===== src/rtl/mioc_od_line_rx.sv =====
// mioc open-drain line receiver.
// Synchronises and deglitches the wired-AND line, measures each low pulse,
// decodes short/long/very-long lows into 1/0/frame-reset, assembles bytes
// LSB-first and hands them to a consumer over a valid/ready interface.
module mioc_od_line_rx #(
    parameter int SYNC_STAGES = 2,
    parameter int FILT_CYCLES = 3,
    parameter int CNT_W       = 8,
    parameter int SHORT_MAX   = 15,
    parameter int LONG_MAX    = 60
) (
    input  logic       clk,
    input  logic       rst,
    input  logic       line_in,
    input  logic       rx_ready,
    input  logic       ovf_clr,
    output logic       line_q,
    output logic [7:0] rx_data,
    output logic       rx_valid,
    output logic       rx_ovf,
    output logic       frame_rst
);

    localparam int FW = (FILT_CYCLES > 1) ? $clog2(FILT_CYCLES) : 1;
    localparam logic [FW-1:0]    FILT_LAST = FW'(FILT_CYCLES - 1);
    localparam logic [CNT_W-1:0] CNT_ONE   = CNT_W'(1);
    localparam logic [CNT_W-1:0] CNT_MAX   = '1;
    localparam logic [CNT_W-1:0] SHORT_LIM = CNT_W'(SHORT_MAX);
    localparam logic [CNT_W-1:0] LONG_LIM  = CNT_W'(LONG_MAX);

    typedef enum logic {
        ST_IDLE = 1'b0,
        ST_LOW  = 1'b1
    } state_t;

    logic [SYNC_STAGES-1:0] sync;
    logic                   synced;
    logic [FW-1:0]          filt_cnt;

    state_t                 state;
    logic [CNT_W-1:0]       width;
    logic [2:0]             bit_cnt;
    logic [7:0]             shreg;

    // Combinational decode of the pulse that ends in this cycle
    logic                   cls_valid;
    logic                   is_frame;
    logic                   bit_val;
    logic                   byte_done;
    logic [7:0]             next_shreg;
    logic                   load_ok;

    assign synced = sync[SYNC_STAGES-1];

    // Metastability synchroniser for the asynchronous line; idle level is high
    always_ff @(posedge clk or posedge rst) begin
        if (rst) begin
            sync <= '1;
        end else begin
            sync <= {sync[SYNC_STAGES-2:0], line_in};
        end
    end

    // Deglitch: line_q only follows the synced level after FILT_CYCLES
    // consecutive disagreeing samples; any agreeing sample restarts the run
    always_ff @(posedge clk or posedge rst) begin
        if (rst) begin
            line_q   <= 1'b1;
            filt_cnt <= '0;
        end else if (synced != line_q) begin
            if (filt_cnt == FILT_LAST) begin
                line_q   <= synced;
                filt_cnt <= '0;
            end else begin
                filt_cnt <= filt_cnt + FW'(1);
            end
        end else begin
            filt_cnt <= '0;
        end
    end

    // Classify the finishing pulse and build the next shift-register value.
    // A saturated counter is always treated as a frame reset.
    always_comb begin
        cls_valid  = 1'b0;
        is_frame   = 1'b0;
        bit_val    = 1'b0;
        byte_done  = 1'b0;
        next_shreg = shreg;
        load_ok    = (!rx_valid) || rx_ready;
        if ((state == ST_LOW) && line_q) begin
            cls_valid = 1'b1;
            if ((width != CNT_MAX) && (width <= SHORT_LIM)) begin
                bit_val = 1'b1;
            end else if ((width != CNT_MAX) && (width <= LONG_LIM)) begin
                bit_val = 1'b0;
            end else begin
                is_frame = 1'b1;
            end
            if (!is_frame) begin
                next_shreg[bit_cnt] = bit_val;
                byte_done = (bit_cnt == 3'd7);
            end else begin
                byte_done = 1'b0;
            end
        end else begin
            cls_valid = 1'b0;
        end
    end

    // Pulse-width FSM, byte assembly and the registered consumer interface
    always_ff @(posedge clk or posedge rst) begin
        if (rst) begin
            state     <= ST_IDLE;
            width     <= '0;
            bit_cnt   <= 3'd0;
            shreg     <= 8'h00;
            rx_data   <= 8'h00;
            rx_valid  <= 1'b0;
            rx_ovf    <= 1'b0;
            frame_rst <= 1'b0;
        end else begin
            frame_rst <= cls_valid && is_frame;

            case (state)
                ST_IDLE: begin
                    if (!line_q) begin
                        state <= ST_LOW;
                        width <= CNT_ONE;
                    end else begin
                        width <= '0;
                    end
                end
                ST_LOW: begin
                    if (!line_q) begin
                        if (width != CNT_MAX) begin
                            width <= width + CNT_ONE;
                        end
                    end else begin
                        state <= ST_IDLE;
                        width <= '0;
                    end
                end
                default: begin
                    state <= ST_IDLE;
                    width <= '0;
                end
            endcase

            // Partial-byte state: a frame reset discards it, a bit extends it
            if (cls_valid) begin
                if (is_frame || byte_done) begin
                    bit_cnt <= 3'd0;
                    shreg   <= 8'h00;
                end else begin
                    bit_cnt <= bit_cnt + 3'd1;
                    shreg   <= next_shreg;
                end
            end

            // Output register: a new byte may replace one being accepted now
            if (byte_done && load_ok) begin
                rx_data  <= next_shreg;
                rx_valid <= 1'b1;
            end else if (rx_valid && rx_ready) begin
                rx_valid <= 1'b0;
            end

            // Overflow is sticky; a simultaneous new overflow beats the clear
            if (byte_done && !load_ok) begin
                rx_ovf <= 1'b1;
            end else if (ovf_clr) begin
                rx_ovf <= 1'b0;
            end
        end
    end

endmodule

===== config.mk =====
export PLATFORM = sky130hd
export DESIGN_NAME = mioc_od_line_rx
export DESIGN_NICKNAME = d
export VERILOG_FILES = /design/src/rtl/mioc_od_line_rx.sv
export SDC_FILE = /design/constraint.sdc
export NUM_CORES = 1
export LEC_CHECK = 0
export ABC_AREA = 1
export CAP_MARGIN = 10
export CORE_ASPECT_RATIO = 1.1
export CORE_MARGIN = 3
export CORE_UTILIZATION = 57
export CTS_CLUSTER_SIZE = 24
export DETAILED_ROUTE_END_ITERATION = 10
export GPL_TIMING_DRIVEN = 0
export PLACE_DENSITY = 0.78
export SYNTH_ARGS = -nofsm -noshare
export SYNTH_HDL_FRONTEND = slang
export SYNTH_SLANG_ARGS = --single-unit

===== constraint.sdc =====
create_clock -name clk -period 1.8 [get_ports clk]
set_input_delay 0.18 -clock clk [delete_from_list [all_inputs] [get_ports clk]]
set_output_delay 0.18 -clock clk [all_outputs]
set_load 0.02 [all_outputs]

==> run summary <==
Cell variety after synth = 35
CP delay by family, top = buffers and inverters
Setup TNS = 0 ns
GRT met1 Usage = 26.9%
Slew headroom = 54.4%
IO Port Bufs = 16
Startpoint types = flop
Multiplexer share of the synthesized area = 0%
Routed Antenna Nets = 0
Synth Area in Adders = 2.61%
CP endpoint kind = output pin
Placer's final routability congestion estimate = 0.846
GRT busiest layer = met2
Compound-Gate Fraction of Synth Area = 7.65%
DR vias/cell = 5.37
DP Area = 2140 sq um
Clock buffer depth = 2
Endpoints failing hold = 0
Yosys warning count = 0
CP cell instances = clkdlybuf4s50_1
Yosys reg bits = 36
Status = finished clean
Initial Utilization = 61.2%
NumNets Final = 249
Share of layout cells above drive strength 1 = 20.7%
IO Count = 17
R2R Setup Slk = 0.16 ns
Clk Latency, worst-skew pair = 0.33 ns
Root buf cell = clkbuf_4
# setup viols final = 0
Commonest non-fill, non-tap cells in the layout = 56 x nand2_1, 32 x dfrtp_1, 18 x inv_1
CP Class = reg -> out
Crit Path Max Fanout = 2
Post-Layout Cell Count = 275
Unrepaired setup endpoints after global routing = no
Final period util = 91.9%
Worst-Margin Slew = 0.683 ns
DRC Markers = 0
Dpl hpwl = 2.76 mm
Prevailing post-synth register cell = dfrtp_1
GRT Total Usage = 20.9%
First-pass GRT wire length = 6.29 mm
H-tree Lvls = 2
Vias in the first global route = 1460
Largest net degree at the start of global routing = 21
Required @ worst endpoint = 1.62 ns
Met2 Usage GRT = 33.2%
Overflow after GRT = 0
Simple-gate area share of the yosys netlist = 35.7%
CTS Sinks = 36
Worst min-delay path class = in -> async
Mapped Area = 1910 sq um
Clock Skew = 0.00497 ns
Resized Gates After CTS = 0
CP endpoint = line_q
CTS Buf Count = 5
CTS tree = yes
# hold bufs at CTS = 0
R2R Path End = rx_data[4]
Placed cells = 267
Slowest cell delay on critical path = 0.60 ns
Max-slew violations = 0
Die W = 61.3 um
Cells after synthesis = 216
Most common cell after layout, fill and taps aside = nand2_1
Area Growth Syn to Fin = 15.2%
Largest family of logic cells by synthesized area = simple AND/OR/NAND/NOR gates
Min Clock Period, post-route = 1.65 ns
Vias = 1476
Worst Setup SP = line_q
DIE AREA = 4090 sq um
Pwr dens = 1270 nW/um^2
Critical path's slowest cell = clkdlybuf4s50_1
WL final = 3.60 mm
Post-synth EDFFs = 0
WL/cell = 13.1 um
R2R depth = 9
Syn Nets = 225
Mean Syn Cell Area = 8.86 sq um
Clock-pin slew on the worst setup and hold paths = 0.10 ns
Antenna diodes = 0
Core ar. = 3130 sq um
CP Data Arrival Time = 1.47 ns
Die Height = 66.8 um
Async SR Flop Fraction = 100%
Leak Pwr = 1.13 nW
Final instance area = 2200 sq um
Post-Synth XOR/XNOR Area = 0.915%
Setup bufs post-CTS = 0
Met3 Use GR = 4.65%
Hold slack = 0.243 ns
DRT iter0 DRCs = 82
Max Clock Freq = 604 MHz
Initial antenna violation count = 0
Sequential area share after synthesis = 47.3%
MaxCap Viol Count = 0
Worst vdd ir = 0.000895 V
Crit Reg-Reg Startpoint = bit_cnt[1]
CP bufs+invs = 1
Row cnt = 21
CP Depth = 1
1st-pass router iterations = 4
-- cells in the mapped netlist, drive strengths merged (2+ instances only) --
master | n | share of area [%]
dfrtp | 33 | 43
nand3 | 20 | 6.9
nand2 | 73 | 18
o21ai | 18 | 5.3
nand4 | 2 | 0.65
nor2 | 18 | 6.6
inv | 24 | 5.5
nor3 | 4 | 1.3
or2 | 6 | 2.0
dfstp | 3 | 4.1
ha | 4 | 2.6
a21oi | 3 | 0.78
-- cells by family (layout without fill, tap and decap cells) --
| family | Yosys count | in the layout |
|---|---|---|
| xor+xnor | 2 | 2 |
| fa+ha+maj | 4 | 4 |
| buf+inv | 25 | 50 |
| flops | 36 | 36 |
| simple gates | 124 | 124 |
| compound gates | 25 | 25 |
-- layout make-up --
cell class | instances | area, sq um
fill | 261 | 922
timing repair buffer | 17 | 188
sequential | 36 | 906
clock buffer | 8 | 58.8
inverter | 24 | 105
tap | 34 | 42.5
buffer | 1 | 7.51
multi-input combinational | 155 | 897
-- per-stage QoR --
stage / util [%] / power, W / setup WS (ns)
finish: 70.5 / 0.00280 / 0.145
global route: 70.5 / 0.00304 / 0.0416
CTS: 70.5 / 0.00282 / 0.0925
detailed placement: 68.6 / 0.00238 / 0.119
global placement: 67.7 / 0.00233 / 0.0691
floorplan: - / 0.00203 / 0.303
-- layer usage --
metal	wire length (um)	up-vias	share of wire [%]
li1	-	741	-
met1	1640	692	46
met2	1740	36	48
met3	150	7	4.2
met4	73	0	2.0
met5	0	-	0
-- registers in the layout, indices dropped and copies added (netlist names) --
signal	count
rx_ovf	1
rx_valid	1
frame_rst	1
filt_cnt	2
sync	2
line_q	1
rx_data	8
bit_cnt	3
state	1
width	8
shreg	8
-- how the worst min path moves through the flow --
stage	end	depth (start not counted)	from	slack, ns
2_1_floorplan	sync[0]	0	line_in	0.18
3_3_place_gp	sync[1]	0	sync[0]	0.35
3_5_place_dp	sync[1]	0	sync[0]	0.35
4_1_cts	sync[0]	1	line_in	0.25
5_1_grt	sync[0]	1	line_in	0.25
6_report	shreg[7]	2	rst	0.24
-- power breakdown --
| group | total (W) | switching, W | internal, W |
|---|---|---|---|
| sequential | 0.00122 | 0.000177 | 0.00104 |
| clock | 0.000434 | 0.000241 | 0.000193 |
| combinational | 0.00115 | 0.000699 | 0.000448 |
| total | 0.00280 | 0.00112 | 0.00168 |
(Power assumes the default switching activity.)
